<file path="src/rtl/instruction_fetch_if.sv">
// Bundle of the fetch stage's external handshakes: the instruction-memory
// request/response bus, the redirect input from execute and the decode-side
// valid/ready output.
//   master: fetch stage side (drives requests and decode outputs)
//   slave : environment side (memory, execute and decode)
interface instruction_fetch_if;
  // Instruction memory request / response
  logic        imem_req_valid;
  logic [31:0] imem_req_addr;
  logic        imem_req_ready;
  logic        imem_resp_valid;
  logic [31:0] imem_resp_data;
  // Redirect from execute
  logic        redirect_valid;
  logic [31:0] redirect_pc;
  // Decode handshake
  logic        out_valid;
  logic        out_ready;
  logic [31:0] out_instruction;
  logic [31:0] out_pc;
  logic [6:0]  out_opcode;

  modport master (
    output imem_req_valid, imem_req_addr,
    input  imem_req_ready, imem_resp_valid, imem_resp_data,
    input  redirect_valid, redirect_pc,
    output out_valid, out_instruction, out_pc, out_opcode,
    input  out_ready
  );

  modport slave (
    input  imem_req_valid, imem_req_addr,
    output imem_req_ready, imem_resp_valid, imem_resp_data,
    output redirect_valid, redirect_pc,
    input  out_valid, out_instruction, out_pc, out_opcode,
    output out_ready
  );
endinterface

</file>
<file path="src/rtl/instruction_fetch.sv">
// RISC-V fetch stage. Holds the program counter, issues word requests to
// instruction memory under a credit limit of DEPTH (outstanding + buffered),
// buffers returned words with their PCs and presents the head to decode.
// A redirect flushes the buffer and marks every in-flight request for drop.
// Ports:
//   clk : rising-edge clock
//   rst : synchronous active-high reset
//   bus : instruction_fetch_if.master (imem request/response, redirect, decode output)
module instruction_fetch #(
  parameter logic [31:0] RESET_PC = 32'h0000_0000,
  parameter int unsigned DEPTH    = 4
) (
  input  logic                clk,
  input  logic                rst,
  instruction_fetch_if.master bus
);

  localparam int unsigned PtrW = (DEPTH > 1) ? $clog2(DEPTH) : 1;
  localparam int unsigned CntW = $clog2(DEPTH + 1);

  typedef logic [PtrW-1:0] ptr_t;
  typedef logic [CntW-1:0] cnt_t;

  localparam ptr_t PtrLast = ptr_t'(DEPTH - 1);

  // Pointers wrap explicitly so non-power-of-two depths work.
  function automatic ptr_t ptr_inc(input ptr_t p);
    return (p == PtrLast) ? '0 : p + 1'b1;
  endfunction

  logic [31:0] fetch_pc_q, fetch_pc_d;
  cnt_t        outstanding_q, outstanding_d;
  cnt_t        drop_cnt_q, drop_cnt_d;
  cnt_t        count_q;

  // Instruction buffer
  logic [31:0] buf_pc_q    [DEPTH];
  logic [31:0] buf_instr_q [DEPTH];
  ptr_t        buf_head_q, buf_tail_q;

  // PCs of outstanding requests, in issue order
  logic [31:0] pcq_q [DEPTH];
  ptr_t        pcq_head_q, pcq_tail_q;

  logic credit_free;
  logic req_valid;
  logic req_fire;
  logic resp_fire;
  logic resp_keep;
  logic head_valid;
  logic pop;

  logic [31:0] out_instr;
  logic [31:0] out_pc;

  always_comb begin
    // Credits are computed from registered state only; a pop this cycle frees
    // its slot for the next cycle.
    credit_free = (32'(outstanding_q) + 32'(count_q)) < DEPTH;
    req_valid   = !rst && credit_free;
    req_fire    = req_valid && bus.imem_req_ready;
    resp_fire   = bus.imem_resp_valid && (outstanding_q != '0);
    resp_keep   = resp_fire && (drop_cnt_q == '0) && !bus.redirect_valid;
    head_valid  = !rst && (count_q != '0);
    pop         = head_valid && bus.out_ready;

    outstanding_d = outstanding_q + cnt_t'(req_fire) - cnt_t'(resp_fire);

    drop_cnt_d = drop_cnt_q;
    if (bus.redirect_valid) begin
      // Everything still in flight after this cycle is stale.
      drop_cnt_d = outstanding_d;
    end else if (resp_fire && (drop_cnt_q != '0)) begin
      drop_cnt_d = drop_cnt_q - 1'b1;
    end

    fetch_pc_d = fetch_pc_q;
    if (bus.redirect_valid) begin
      fetch_pc_d = bus.redirect_pc & 32'hFFFF_FFFC;
    end else if (req_fire) begin
      fetch_pc_d = fetch_pc_q + 32'd4;
    end
  end

  always_ff @(posedge clk) begin
    if (rst) begin
      fetch_pc_q    <= RESET_PC & 32'hFFFF_FFFC;
      outstanding_q <= '0;
      drop_cnt_q    <= '0;
      count_q       <= '0;
      buf_head_q    <= '0;
      buf_tail_q    <= '0;
      pcq_head_q    <= '0;
      pcq_tail_q    <= '0;
    end else begin
      fetch_pc_q    <= fetch_pc_d;
      outstanding_q <= outstanding_d;
      drop_cnt_q    <= drop_cnt_d;

      // The PC queue keeps tracking across redirects so pops stay aligned.
      if (req_fire) begin
        pcq_q[pcq_tail_q] <= fetch_pc_q;
        pcq_tail_q        <= ptr_inc(pcq_tail_q);
      end
      if (resp_fire) begin
        pcq_head_q <= ptr_inc(pcq_head_q);
      end

      if (bus.redirect_valid) begin
        buf_head_q <= '0;
        buf_tail_q <= '0;
        count_q    <= '0;
      end else begin
        if (resp_keep) begin
          buf_pc_q[buf_tail_q]    <= pcq_q[pcq_head_q];
          buf_instr_q[buf_tail_q] <= bus.imem_resp_data;
          buf_tail_q              <= ptr_inc(buf_tail_q);
        end
        if (pop) begin
          buf_head_q <= ptr_inc(buf_head_q);
        end
        count_q <= count_q + cnt_t'(resp_keep) - cnt_t'(pop);
      end
    end
  end

  // Outputs read the buffer head; forced to zero in reset and when empty.
  always_comb begin
    out_instr = '0;
    out_pc    = '0;
    if (head_valid) begin
      out_instr = buf_instr_q[buf_head_q];
      out_pc    = buf_pc_q[buf_head_q];
    end
  end

  assign bus.imem_req_valid  = req_valid;
  assign bus.imem_req_addr   = rst ? (RESET_PC & 32'hFFFF_FFFC) : fetch_pc_q;
  assign bus.out_valid       = head_valid;
  assign bus.out_instruction = out_instr;
  assign bus.out_pc          = out_pc;
  assign bus.out_opcode      = out_instr[6:0];

endmodule

</file>
<file path="src/flat_wrapper.sv">
// flat-port wrapper written by rule: the top's interface ports become plain ports
module instruction_fetch_flat 
#(
  parameter logic [31:0] RESET_PC = 32'h0000_0000,
  parameter int unsigned DEPTH    = 4
)
  (clk, rst, bus_imem_req_valid, bus_imem_req_addr, bus_imem_req_ready, bus_imem_resp_valid, bus_imem_resp_data, bus_redirect_valid, bus_redirect_pc, bus_out_valid, bus_out_instruction, bus_out_pc, bus_out_opcode, bus_out_ready);
  instruction_fetch_if bus_i ();
  input  logic clk;
  input  logic rst;
  output wire logic [$bits(bus_i.imem_req_valid)-1:0] bus_imem_req_valid;
  output wire logic [$bits(bus_i.imem_req_addr)-1:0] bus_imem_req_addr;
  input wire logic [$bits(bus_i.imem_req_ready)-1:0] bus_imem_req_ready;
  input wire logic [$bits(bus_i.imem_resp_valid)-1:0] bus_imem_resp_valid;
  input wire logic [$bits(bus_i.imem_resp_data)-1:0] bus_imem_resp_data;
  input wire logic [$bits(bus_i.redirect_valid)-1:0] bus_redirect_valid;
  input wire logic [$bits(bus_i.redirect_pc)-1:0] bus_redirect_pc;
  output wire logic [$bits(bus_i.out_valid)-1:0] bus_out_valid;
  output wire logic [$bits(bus_i.out_instruction)-1:0] bus_out_instruction;
  output wire logic [$bits(bus_i.out_pc)-1:0] bus_out_pc;
  output wire logic [$bits(bus_i.out_opcode)-1:0] bus_out_opcode;
  input wire logic [$bits(bus_i.out_ready)-1:0] bus_out_ready;
  assign bus_imem_req_valid = bus_i.imem_req_valid;
  assign bus_imem_req_addr = bus_i.imem_req_addr;
  assign bus_i.imem_req_ready = bus_imem_req_ready;
  assign bus_i.imem_resp_valid = bus_imem_resp_valid;
  assign bus_i.imem_resp_data = bus_imem_resp_data;
  assign bus_i.redirect_valid = bus_redirect_valid;
  assign bus_i.redirect_pc = bus_redirect_pc;
  assign bus_out_valid = bus_i.out_valid;
  assign bus_out_instruction = bus_i.out_instruction;
  assign bus_out_pc = bus_i.out_pc;
  assign bus_out_opcode = bus_i.out_opcode;
  assign bus_i.out_ready = bus_out_ready;
  instruction_fetch #(.RESET_PC(RESET_PC), .DEPTH(DEPTH)) u_core (.clk(clk), .rst(rst), .bus(bus_i));
endmodule
</file>
<file path="config.mk">
export PLATFORM = sky130hd
export DESIGN_NAME = instruction_fetch_flat
export DESIGN_NICKNAME = d
export VERILOG_FILES = /design/src/rtl/instruction_fetch_if.sv /design/src/rtl/instruction_fetch.sv /design/src/flat_wrapper.sv
export SDC_FILE = /design/constraint.sdc
export NUM_CORES = 1
export LEC_CHECK = 0
export BUFFER_PORTS_ARGS = -buffer_cell sky130_fd_sc_hd__buf_2
export CORE_MARGIN = 2
export CORE_UTILIZATION = 63
export DETAILED_ROUTE_END_ITERATION = 6
export PLACE_DENSITY = 0.86
export SYNTH_ARGS = -nofsm -noshare
export SYNTH_HDL_FRONTEND = slang
export SYNTH_SLANG_ARGS = --single-unit
</file>
<file path="constraint.sdc">
create_clock -name clk -period 7.8 [get_ports clk]
set_input_delay 0.78 -clock clk [delete_from_list [all_inputs] [get_ports clk]]
set_output_delay 0.78 -clock clk [all_outputs]
set_load 0.05 [all_outputs]
</file>
After elaboration in Yosys (flattened, before gate mapping)
Memory sizes are Yosys's and may differ from the RTL's. A register that Yosys moved wholly into a read port is not among the register bits.
Index checks and enable logic that the tools add are counted.
Storage, ports and cells
  bits in registers: 49
  memory bits (writable): 384
  input bits: 70
  output and inout port bits: 105
  word-level logic and storage cells: 69
  memories: 3
Cells by class
  $add $sub $neg: 11
  $lt $le $gt $ge: 1
  equality and inequality tests: 4
  muxes and demuxes: 24
  reductions and logical operators: 17
Memory list
  u_core.buf_instr_q: words 4, width 32, read ports 1, clocked after memory_dff 1, write ports 1, RTL line instruction_fetch.sv:38  | logic [31:0] buf_instr_q [DEPTH];
  u_core.buf_pc_q: words 4, width 32, read ports 1, clocked after memory_dff 1, write ports 1, RTL line instruction_fetch.sv:37  | logic [31:0] buf_pc_q [DEPTH];
  u_core.pcq_q: words 4, width 32, read ports 1, clocked after memory_dff 1, write ports 1, RTL line instruction_fetch.sv:42  | logic [31:0] pcq_q [DEPTH];
Operators by type and width (number)
  $mux 32: 5
  $add 32x3->32 const B: 1
  $lt 32x3->1 const B: 1
  $mux 2: 10
  $reduce_bool 3->1: 3
  $add 2x1->2 const B: 4
  $eq 2x2->1 const B: 4
  $logic_and 1x1->1: 8
  $mux 1: 7
  $add 3x1->3: 2
  $mux 3: 2
  $sub 3x1->3: 2
  $add 3x3->4: 1
  $reduce_bool 2->1: 2
  $logic_not 3->1: 1
  $sub 3x1->3 const B: 1
  $logic_not 1->1: 2
  $reduce_or 2->1: 1

Longest topological paths before layout
Gate-level depths: netlist of the first run.
  depth in word-level cells: 8
  depth in mapped cells: 9
  gate-level depth less buffers: 9

Worst setup path before layout of the first run
Ideal clock, no wire load.
  kind: input to register
  from: input port rst
  to: memory u_core.buf_instr_q[0][0], enable pin
  setup time: 427 ps
  data arrival time: 3073 ps
  required time: 7373 ps
  setup slack: 4300 ps
  stages on the path: 5
  buffers on the path: 3
  cells stage by stage: buf_6 clkbuf_1 nor2_1 clkbuf_1 and3_1
On the way
  cells in the longest elaborated chain, start to end: 2
RTL lines
  from (decl): RTL line flat_wrapper.sv:10  | input logic rst;
  $mux 1: RTL line instruction_fetch.sv:86  | if (rst) begin
  $mux 1 (implied by the code): RTL line instruction_fetch.sv:116  | buf_instr_q[buf_tail_q] <= bus.imem_resp_data;
  to (decl): RTL line instruction_fetch.sv:38
Every way passes these cells.

==> metrics.txt, run 1 <==
chip height roughly 170 µm; Detail Placement HPWL roughly 19 mm; Pleak 6.72 nW; period utilization 0.476; area delta synth->final 14.4%; Post-Route WL 33.2 mm; CTS root buffer clkbuf_16; Endpoint, Worst Hold u_core.buf_instr_q[3][22]; Mapped Cells about 950; vias 9230; WL/cell 22.5 µm; skew final 0.0260 ns; pwr/cell area 266 mW/mm²; starting density of the core 0.645; sw frac 0.231; antenna violations before repair 0; ys flop type edfxtp_1; worst r2r dst u_core.pcq_q[1][18]; CTS HTree Levels 2; row cnt 59; Remaining Overflow, GRT 0; worst endpoint required time 7.02 ns; fmax 269 MHz; DR iter-0 viols 1061; sequential power share 0.515; Synth Cell Area roughly 0.017 mm²; Die ar. 0.0282 mm²; largest net degree at the start of global routing 74; most area-hungry cell type in the Yosys netlist edfxtp_1; Post-synth EDFFs about 370; # DRC 0; post-synthesis cell type count 52; # port buffers 168; PostCTS Resize Cnt 0; IO Count about 180; post-route ant nets 0; vias in the first global route between 9000 and 10000; asr flop ratio synth 0; Comb pwr share 0.101; die span in x 168 µm; diodes inserted 0; RD Place Congestion 0.843; Max clock buf depth 3; Max-slew headroom 0.184; status finished, final reports clean; setup tns final 0 ns; Clk pin slew, worst setup/hold paths ~0.06 ns; HP Class input port to register; Hold Buf Count CTS 0; CP max FO 53; gr usage total 0.237; detail-routed via count per cell 6.24; WS Path Type register to primary output; Worst setup SP type register; drt pass-1 iters 7; Synth top cells by count 368 x edfxtp_1, 92 x mux4_2, 73 x and2_1, 51 x dfxtp_1, 36 x clkbuf_1; Util after Layout 0.738; Data arrival, critical path 2.94 ns; flop-to-flop setup slack 4.54 ns; Hold Path Depth 1; Avg Cell Area, Syn ~18 µm²; worst reg2reg path depth 5; Critical R2R Launch u_core.count_q[2]; Worst VDD drop 0.190 mV; Final Max Slew Viols 0; #FFs+latches synth 419; Post-CTS Setup Inserts 0; clock share of power 0.384; share of cells above drive strength 1 0.302; Yosys top cell area share 0.654; CTS Buf Count 41; Final min period 3.72 ns; top-count cell post-synth edfxtp_1; Core ar. 0.0262 mm²; Hold Fails Final Rpt 0; clk_lat worst skew roughly 0.53 ns; clk sinks approximately 420; sequential-to-total area share from yosys stat 0.714; RSZ-0062 raised after global routing no; Ys Warns 0; final net count 1204; Int Power 3.96 mW; CTS tree built; slew at the pin closest to its max-slew limit 1.22 ns; final setup vio count 0; CP Capture Type primary output; first-pass GRT wire length 51.5 mm; Hold Path Origin bus_imem_resp_data[22]; Net Sw Power between 1 and 1.5 mW; Max Cap Violations 0; Synth area leaders edfxtp_1 65%, mux4_2 12%, dfxtp_1 6.0%
==> cells by family (layout without fill, tap and decap cells) <==
group,after synthesis,after routing,synth area share
other cells,1,4,0.000222
flops,419,419,0.714
compound gates,65,65,0.0283
buf+inv,90,277,0.0230
fa+ha+maj,21,21,0.0164
mux,97,97,0.126
xor+xnor,9,9,0.00466
simple gates,251,251,0.0876
==> critical path, cell delays in order, from the launching register on <==
cell and delay, ns:
dfxtp_4 0.48, buf_4 0.83, mux4_2 0.63, and2_1 0.19, buf_2 0.21
==> sequential cells by signal, summed over array words and instances, names as in the netlist, 3 cells and up, named ones only <==
register / count
u_core.buf_pc_q: 120
u_core.buf_instr_q: 128
u_core.fetch_pc_q: 30
u_core.outstanding_q: 3
u_core.pcq_q: 120
u_core.count_q: 3
u_core.drop_cnt_q: 3
==> power groups by stage <==
stage / Clock [mW] / Combinational [mW] / Sequential (mW)
after floorplan: 0 / 0.402 / 2.66
after global placement: 0 / 0.501 / 2.69
after detailed placement: 0 / 0.521 / 2.69
after CTS: 2.00 / 0.527 / 2.65
after global routing: 2.07 / 0.568 / 2.66
final: 1.97 / 0.521 / 2.65
==> worst max path at each step <==
stage / start / end / slack [ns] / cells past startpoint
floorplan: rst / u_core.buf_instr_q[0][0] / 4.30 / 5
global placement: rst / u_core.pcq_q[1][10] / 4.03 / 6
detailed placement: rst / u_core.pcq_q[2][26] / 3.94 / 6
CTS: register / bus_out_instruction[11] / 4.00 / 4
global route: register / bus_out_opcode[1] / 3.88 / 4
finish: register / bus_out_instruction[11] / 4.08 / 4
==> layout make-up <==
class	count	area (µm²)
Sequential cell	419	12100
Fill cell	1482	6870
Multi-Input combinational cell	447	4470
Clock buffer	50	1100
Timing Repair Buffer	177	908
Tap cell	335	419
Clock inverter	23	259
Inverter	27	101
==> placed cells by master, fill, tap and decap left out, drive strengths merged, types with 3 or more instances in the layout <==
| master | instances |
|---|---|
| nand2 | 16 |
| a311oi | 14 |
| nor2 | 35 |
| clkbuf | 50 |
| buf | 177 |
| a21oi | 7 |
| a211oi | 9 |
| mux4 | 92 |
| edfxtp | 368 |
| a2111oi | 6 |
| or4 | 4 |
| xnor2 | 7 |
| and4 | 11 |
| bufinv | 5 |
| nor2b | 33 |
| nor4 | 7 |
| a32oi | 3 |
| dfxtp | 51 |
| nor3 | 4 |
| or4b | 3 |
| nand3 | 17 |
| ha | 19 |
| o21ai | 12 |
| mux2i | 5 |
| clkinv | 16 |
| conb | 4 |
| and3 | 14 |
| nand4 | 16 |
| and2 | 73 |
| o211ai | 4 |
| inv | 27 |
| or3 | 12 |
==> through the flow <==
step	instance area [µm²]	std cells	hold slack [ns]	total power [mW]	setup WS, ns
2_1_floorplan	16900	956	0.454	3.06	4.30
3_3_place_gp	18000	1405	0.469	3.19	4.03
3_5_place_dp	18000	1405	0.474	3.21	3.94
4_1_cts	19300	1478	0.458	5.17	4.00
5_1_grt	19300	1478	0.462	5.30	3.88
6_report	19300	1478	0.471	5.15	4.08
==> routing by layer <==
metal,global-route usage,wire length [µm],vias up
met5,0,0,-
met4,0.0597,657,0
met3,0.0381,2790,61
met2,0.388,16200,534
met1,0.343,13600,4556
li1,-,-,4079
Note: power is estimated with default switching activity, not from simulation.
==> inputs of run 2 (changes only) <==
--- a/config.mk
+++ b/config.mk
@@ -7,9 +7,9 @@
 export LEC_CHECK = 0
 export BUFFER_PORTS_ARGS = -buffer_cell sky130_fd_sc_hd__buf_2
 export CORE_MARGIN = 2
-export CORE_UTILIZATION = 63
+export CORE_UTILIZATION = 59
 export DETAILED_ROUTE_END_ITERATION = 6
-export PLACE_DENSITY = 0.86
+export PLACE_DENSITY = 0.82
 export SYNTH_ARGS = -nofsm -noshare
 export SYNTH_HDL_FRONTEND = slang
 export SYNTH_SLANG_ARGS = --single-unit
==> constraint.sdc (replaced) <==
create_clock -name clk -period 3.6 [get_ports clk]
set_input_delay 0.36 -clock clk [delete_from_list [all_inputs] [get_ports clk]]
set_output_delay 0.36 -clock clk [all_outputs]
set_load 0.05 [all_outputs]
==> run 2 against run 1 <==
Global-route usage fell by 0.64 points. Largest power group unchanged. Non-clock buffer count rose by 21. First-iteration DRC count fell by 15%. Largest cell class unchanged. Core utilization fell by 3.7 points.
==> metrics.txt, run 2 (synthesized netlist as in run 1, its figures left out) <==
status finished, final reports clean; starting density of the core 0.603; clk sinks 419; DR iter-0 viols 897; post-route ant nets 0; die span in x 173 µm; Pleak 6.84 nW; diodes inserted 0; most common cell after layout, fill and taps aside edfxtp_1; clk_lat worst skew approximately 0.54 ns; delay-heaviest family, CP flip-flops; # port buffers 168; Core ar. 0.0280 mm²; Critical Path Stages 4; worst reg2reg path depth 9; WS Path Type register to primary output; most frequent cells in the layout 368 x edfxtp_1, 168 x buf_2, 92 x mux4_2, 73 x and2_1, 47 x dfxtp_1; Tot Pwr roughly 11 mW; Final Max Slew Viols 0; CP Buf/Inv Count 2; PostCTS Resize Cnt 0; share of cells above drive strength 1 0.307; antenna violations before repair 0; max incr delay on CP 0.67 ns; # DRC 0; most flop-heavy register u_core.buf_instr_q; Post-CTS Setup Inserts 0; Final WS setup 0.798 ns; worst endpoint required time 3.24 ns; Worst setup SP type register; gr usage total 0.231; period utilization 0.778; vias 9384; pwr/cell area roughly 570 mW/mm²; final setup vio count 0; Remaining Overflow, GRT 0; CTS tree built; chip height 173 µm; Largest register FFs 128; Data arrival, critical path between 2 and 2.5 ns; CP max FO 23; drt pass-1 iters 5; worst-path cell chain buf_12 > mux4_2 > and2_1 > buf_2; Top Registers u_core.buf_instr_q (128), u_core.buf_pc_q (120), u_core.pcq_q (120); Max-slew headroom 0.467; Inst Count DP 1469; Max Cap Violations 0; Max clock buf depth 3; fmax around 360 MHz; setup tns final 0 ns; Fill cells 1740; RSZ-0062 raised after global routing no; skew final between 0.015 and 0.02 ns; CP Capture Type primary output; CTS Buf Count 42; HP Class input port to register; area delta synth->final 16.1%; largest net degree at the start of global routing 52; Hold Fails Final Rpt 0; final net count 1226; worst hold margin roughly 0.042 ns; RD Place Congestion 0.849; Die ar. 0.0300 mm²; Worst path slowest cell dfxtp_4; slew at the pin closest to its max-slew limit 0.800 ns; vias in the first global route 9351; Hold Buf Count CTS 0; Hold Path Depth 1; Final min period around 2.8 ns; first-pass GRT wire length 53.5 mm; IO Count 175; WL/cell 22.3 µm; fin cells approximately 1500; detail-routed via count per cell just over 6; CTS HTree Levels 2; Detail Placement HPWL ~21 mm; pre-CTS setup slack 0.843 ns; row cnt 61; Worst VDD drop 0.434 mV; CTS root buffer clkbuf_16; Post-Route WL roughly 34 mm; Clk pin slew, worst setup/hold paths 0.06 ns
## run 2: cell count changes in the layout (fill, tap and decap cells not counted), moves of 2 or more
cell	change
clkinv_2	-2
clkinv_4	-2
clkbuf_1	+4
buf_12	+8
clkinvlp_4	-2
and2_1	+4
buf_4	+13
and2_2	-4
## run 2: layout make-up
cell class	instances	area, µm²	area share
repair buffers	198	1170	0.0594
flip-flops and latches	419	12100	0.616
multi-input cells	447	4460	0.228
inverters	27	101	0.00517
clock inverters	18	205	0.0105
well taps	378	473	0.0241
clock buffers	55	1130	0.0576
## run 2: worst reg2reg max path, cell delays in order (launching register included)
cell and delay, ns:
dfxtp_1 0.34, ha_1 0.30, nand3_1 0.17, nand3_1 0.28, clkinv_1 0.35, ha_1 0.33
fa_1 0.39, xnor2_1 0.15, xnor2_1 0.15, a211oi_1 0.22
## run 2: metal layers
metal | up-vias | share of wire | track usage
met2 | 464 | 0.51 | 0.385
met1 | 4738 | 0.41 | 0.328
met4 | 0 | 0.014 | 0.0512
li1 | 4133 | - | -
met5 | - | 0 | 0
met3 | 49 | 0.072 | 0.0362
## run 2: through the flow
stage               cell area, µm²  utilization
CTS                          19600        0.700
finish                       19600        0.700
global route                 19600        0.700
detailed placement           18300        0.653
floorplan                    16900            -
global placement             18300        0.653
## run 2: worst paths after layout
path | from | end | slack [ns]
worst max-delay path | register | bus_out_instruction[2] | 0.80
worst min-delay path | bus_imem_resp_data[1] | u_core.buf_instr_q[2][1] | 0.04
worst max register to register | u_core.count_q[1] | u_core.drop_cnt_q[2] | 0.84
worst min register to register | u_core.pcq_head_q[1] | register | 0.47
## run 2: power breakdown
part	leakage [nW]	switching, mW	internal [mW]	total (mW)
Sequential	3.77	0.191	5.59	5.78
Combinational	2.42	0.681	0.466	1.15
Clock	0.651	1.74	2.51	4.24
==> inputs of run 3 (changes only) <==
==> constraint.sdc (replaced) <==
create_clock -name clk -period 2.94 [get_ports clk]
set_input_delay 0.294 -clock clk [delete_from_list [all_inputs] [get_ports clk]]
set_output_delay 0.294 -clock clk [all_outputs]
set_load 0.05 [all_outputs]
==> run 3 against run 2 <==
Hold slack got worse by 0.026 ns. Total power increased by 24%. Non-clock buffer count increased by 36. Global-route usage up 0.28 points. Critical path type is now register to register. Critical endpoint is now u_core.fetch_pc_q[28].
==> metrics.txt, run 3 (synthesized netlist as in run 1, its figures left out) <==
CTS tree built; row cnt 61; Hold Buf Count CTS 35; CTS HTree Levels 2; diodes inserted 0; CTS Buf Count 42; gr usage total 0.234; Inst Count DP 1470; fmax approximately 370 MHz; Cell Area, Placed between 0.015 and 0.02 mm²; worst r2r dst u_core.fetch_pc_q[28]; die span in x 173 µm; flop-to-flop setup slack 0.26 ns; Pleak 7.03 nW; max incr delay on CP 0.68 ns; worst reg2reg path depth 5; fin cells 1583; Tot Pwr 13.9 mW; Hold Path Depth 3; Critical R2R Launch u_core.outstanding_q[2]; Post-Route WL 34.7 mm; Core ar. 0.0280 mm²; Worst VDD drop 0.430 mV; CP max FO 7; status finished, final reports clean; Top Registers u_core.buf_instr_q (128), u_core.buf_pc_q (120), u_core.pcq_q (120); WS Path Type register to register; DR iter-0 viols ~860; pwr/cell area 690 mW/mm²; slew at the pin closest to its max-slew limit 0.605 ns; RSZ-0062 raised after global routing no; Final Max Slew Viols 0; WL/cell 21.9 µm; Endpoint, Worst Hold u_core.fetch_pc_q[9]; # DRC 0; vias in the first global route 9476; vias 9407; share of cells above drive strength 1 0.305; HP Class input port to register; skew final about 0.007 ns; Max clock buf depth 3; Clk pin slew, worst setup/hold paths about 0.060 ns; worst-path cell chain ha_1 > or4_4 > or4_1 > or4b_1 > nand3_1; Final WS setup 0.263 ns; Util after Layout 0.717; Max-slew headroom 0.597; starting density of the core 0.603; most frequent cells in the layout 368 x edfxtp_1, 168 x buf_2, 92 x mux4_2, 73 x and2_1, 48 x dfxtp_1; Die ar. 0.0300 mm²; most common cell after layout, fill and taps aside edfxtp_1; RD Place Congestion 0.833; post-route ant nets 0; IO Count 175; chip height 173 µm; most flop-heavy register u_core.buf_instr_q; Final min period 2.68 ns; first-pass GRT wire length 53.8 mm; # port buffers approximately 170; final setup vio count 0; clk_lat worst skew 0.53 ns; Post-CTS Setup Inserts 0; Worst setup SP type register; largest net degree at the start of global routing between 60 and 70; Hold Path Origin bus_redirect_pc[9]; final net count 1262; Hold Fails Final Rpt 0; Detail Placement HPWL approximately 21 mm; worst endpoint required time 3.41 ns; worst hold margin roughly 0.016 ns; setup tns final 0 ns; pre-CTS setup slack 0.275 ns; antenna violations before repair 0; Worst path slowest cell or4_1; drt pass-1 iters 7; area delta synth->final 18.8%; Max Cap Violations 0; clk sinks 419; Data arrival, critical path 3.14 ns; CTS root buffer clkbuf_16; PostCTS Resize Cnt 0; Largest register FFs 128; CP Capture Type register; detail-routed via count per cell 5.94; Final Cell Area 0.0201 mm²; Remaining Overflow, GRT 0; period utilization 0.911
[run 3: routing by layer]
metal,global-route usage,up-vias,share of wire
met5,0,-,0
met2,0.392,406,0.50
met3,0.0408,43,0.065
met4,0.0540,0,0.016
li1,-,4214,-
met1,0.326,4744,0.42
[run 3: where the power goes]
group / switching [mW] / internal, mW / leakage, nW
combinational: 0.859 / 0.609 / 2.58
sequential: 0.197 / 6.84 / 3.77
clock: 2.16 / 3.19 / 0.691
total: 3.21 / 10.6 / 7.03
[run 3: worst max path at each step]
stage                       startpoint                 endpoint  slack, ns  depth (start not counted)
2_1_floorplan        u_core.count_q[2]      u_core.pcq_q[0][10]       0.21                          5
3_3_place_gp         u_core.count_q[2]    u_core.fetch_pc_q[28]       0.38                          5
3_5_place_dp   u_core.outstanding_q[2]    u_core.fetch_pc_q[28]       0.28                          5
4_1_cts                       register  bus_out_instruction[20]       0.25                          4
5_1_grt              u_core.count_q[2]    u_core.fetch_pc_q[14]       0.18                          5
6_report       u_core.outstanding_q[2]    u_core.fetch_pc_q[28]       0.26                          5
[run 3: area by class of cell]
cell class | instances | area, µm²
inverters | 27 | 101
clock inverters | 19 | 173
fillers | 1690 | 7930
well taps | 378 | 473
flip-flops and latches | 419 | 12100
clock buffers | 59 | 1230
multi-input cells | 447 | 4460
repair buffers | 234 | 1560
[run 3: critical path, delay by kind of cell, from the launching register on]
family,cells,cell delay (ns)
AND/OR/NAND/NOR,4,1.93
flip-flops,1,0.40
adder cells (fa/ha/maj),1,0.27
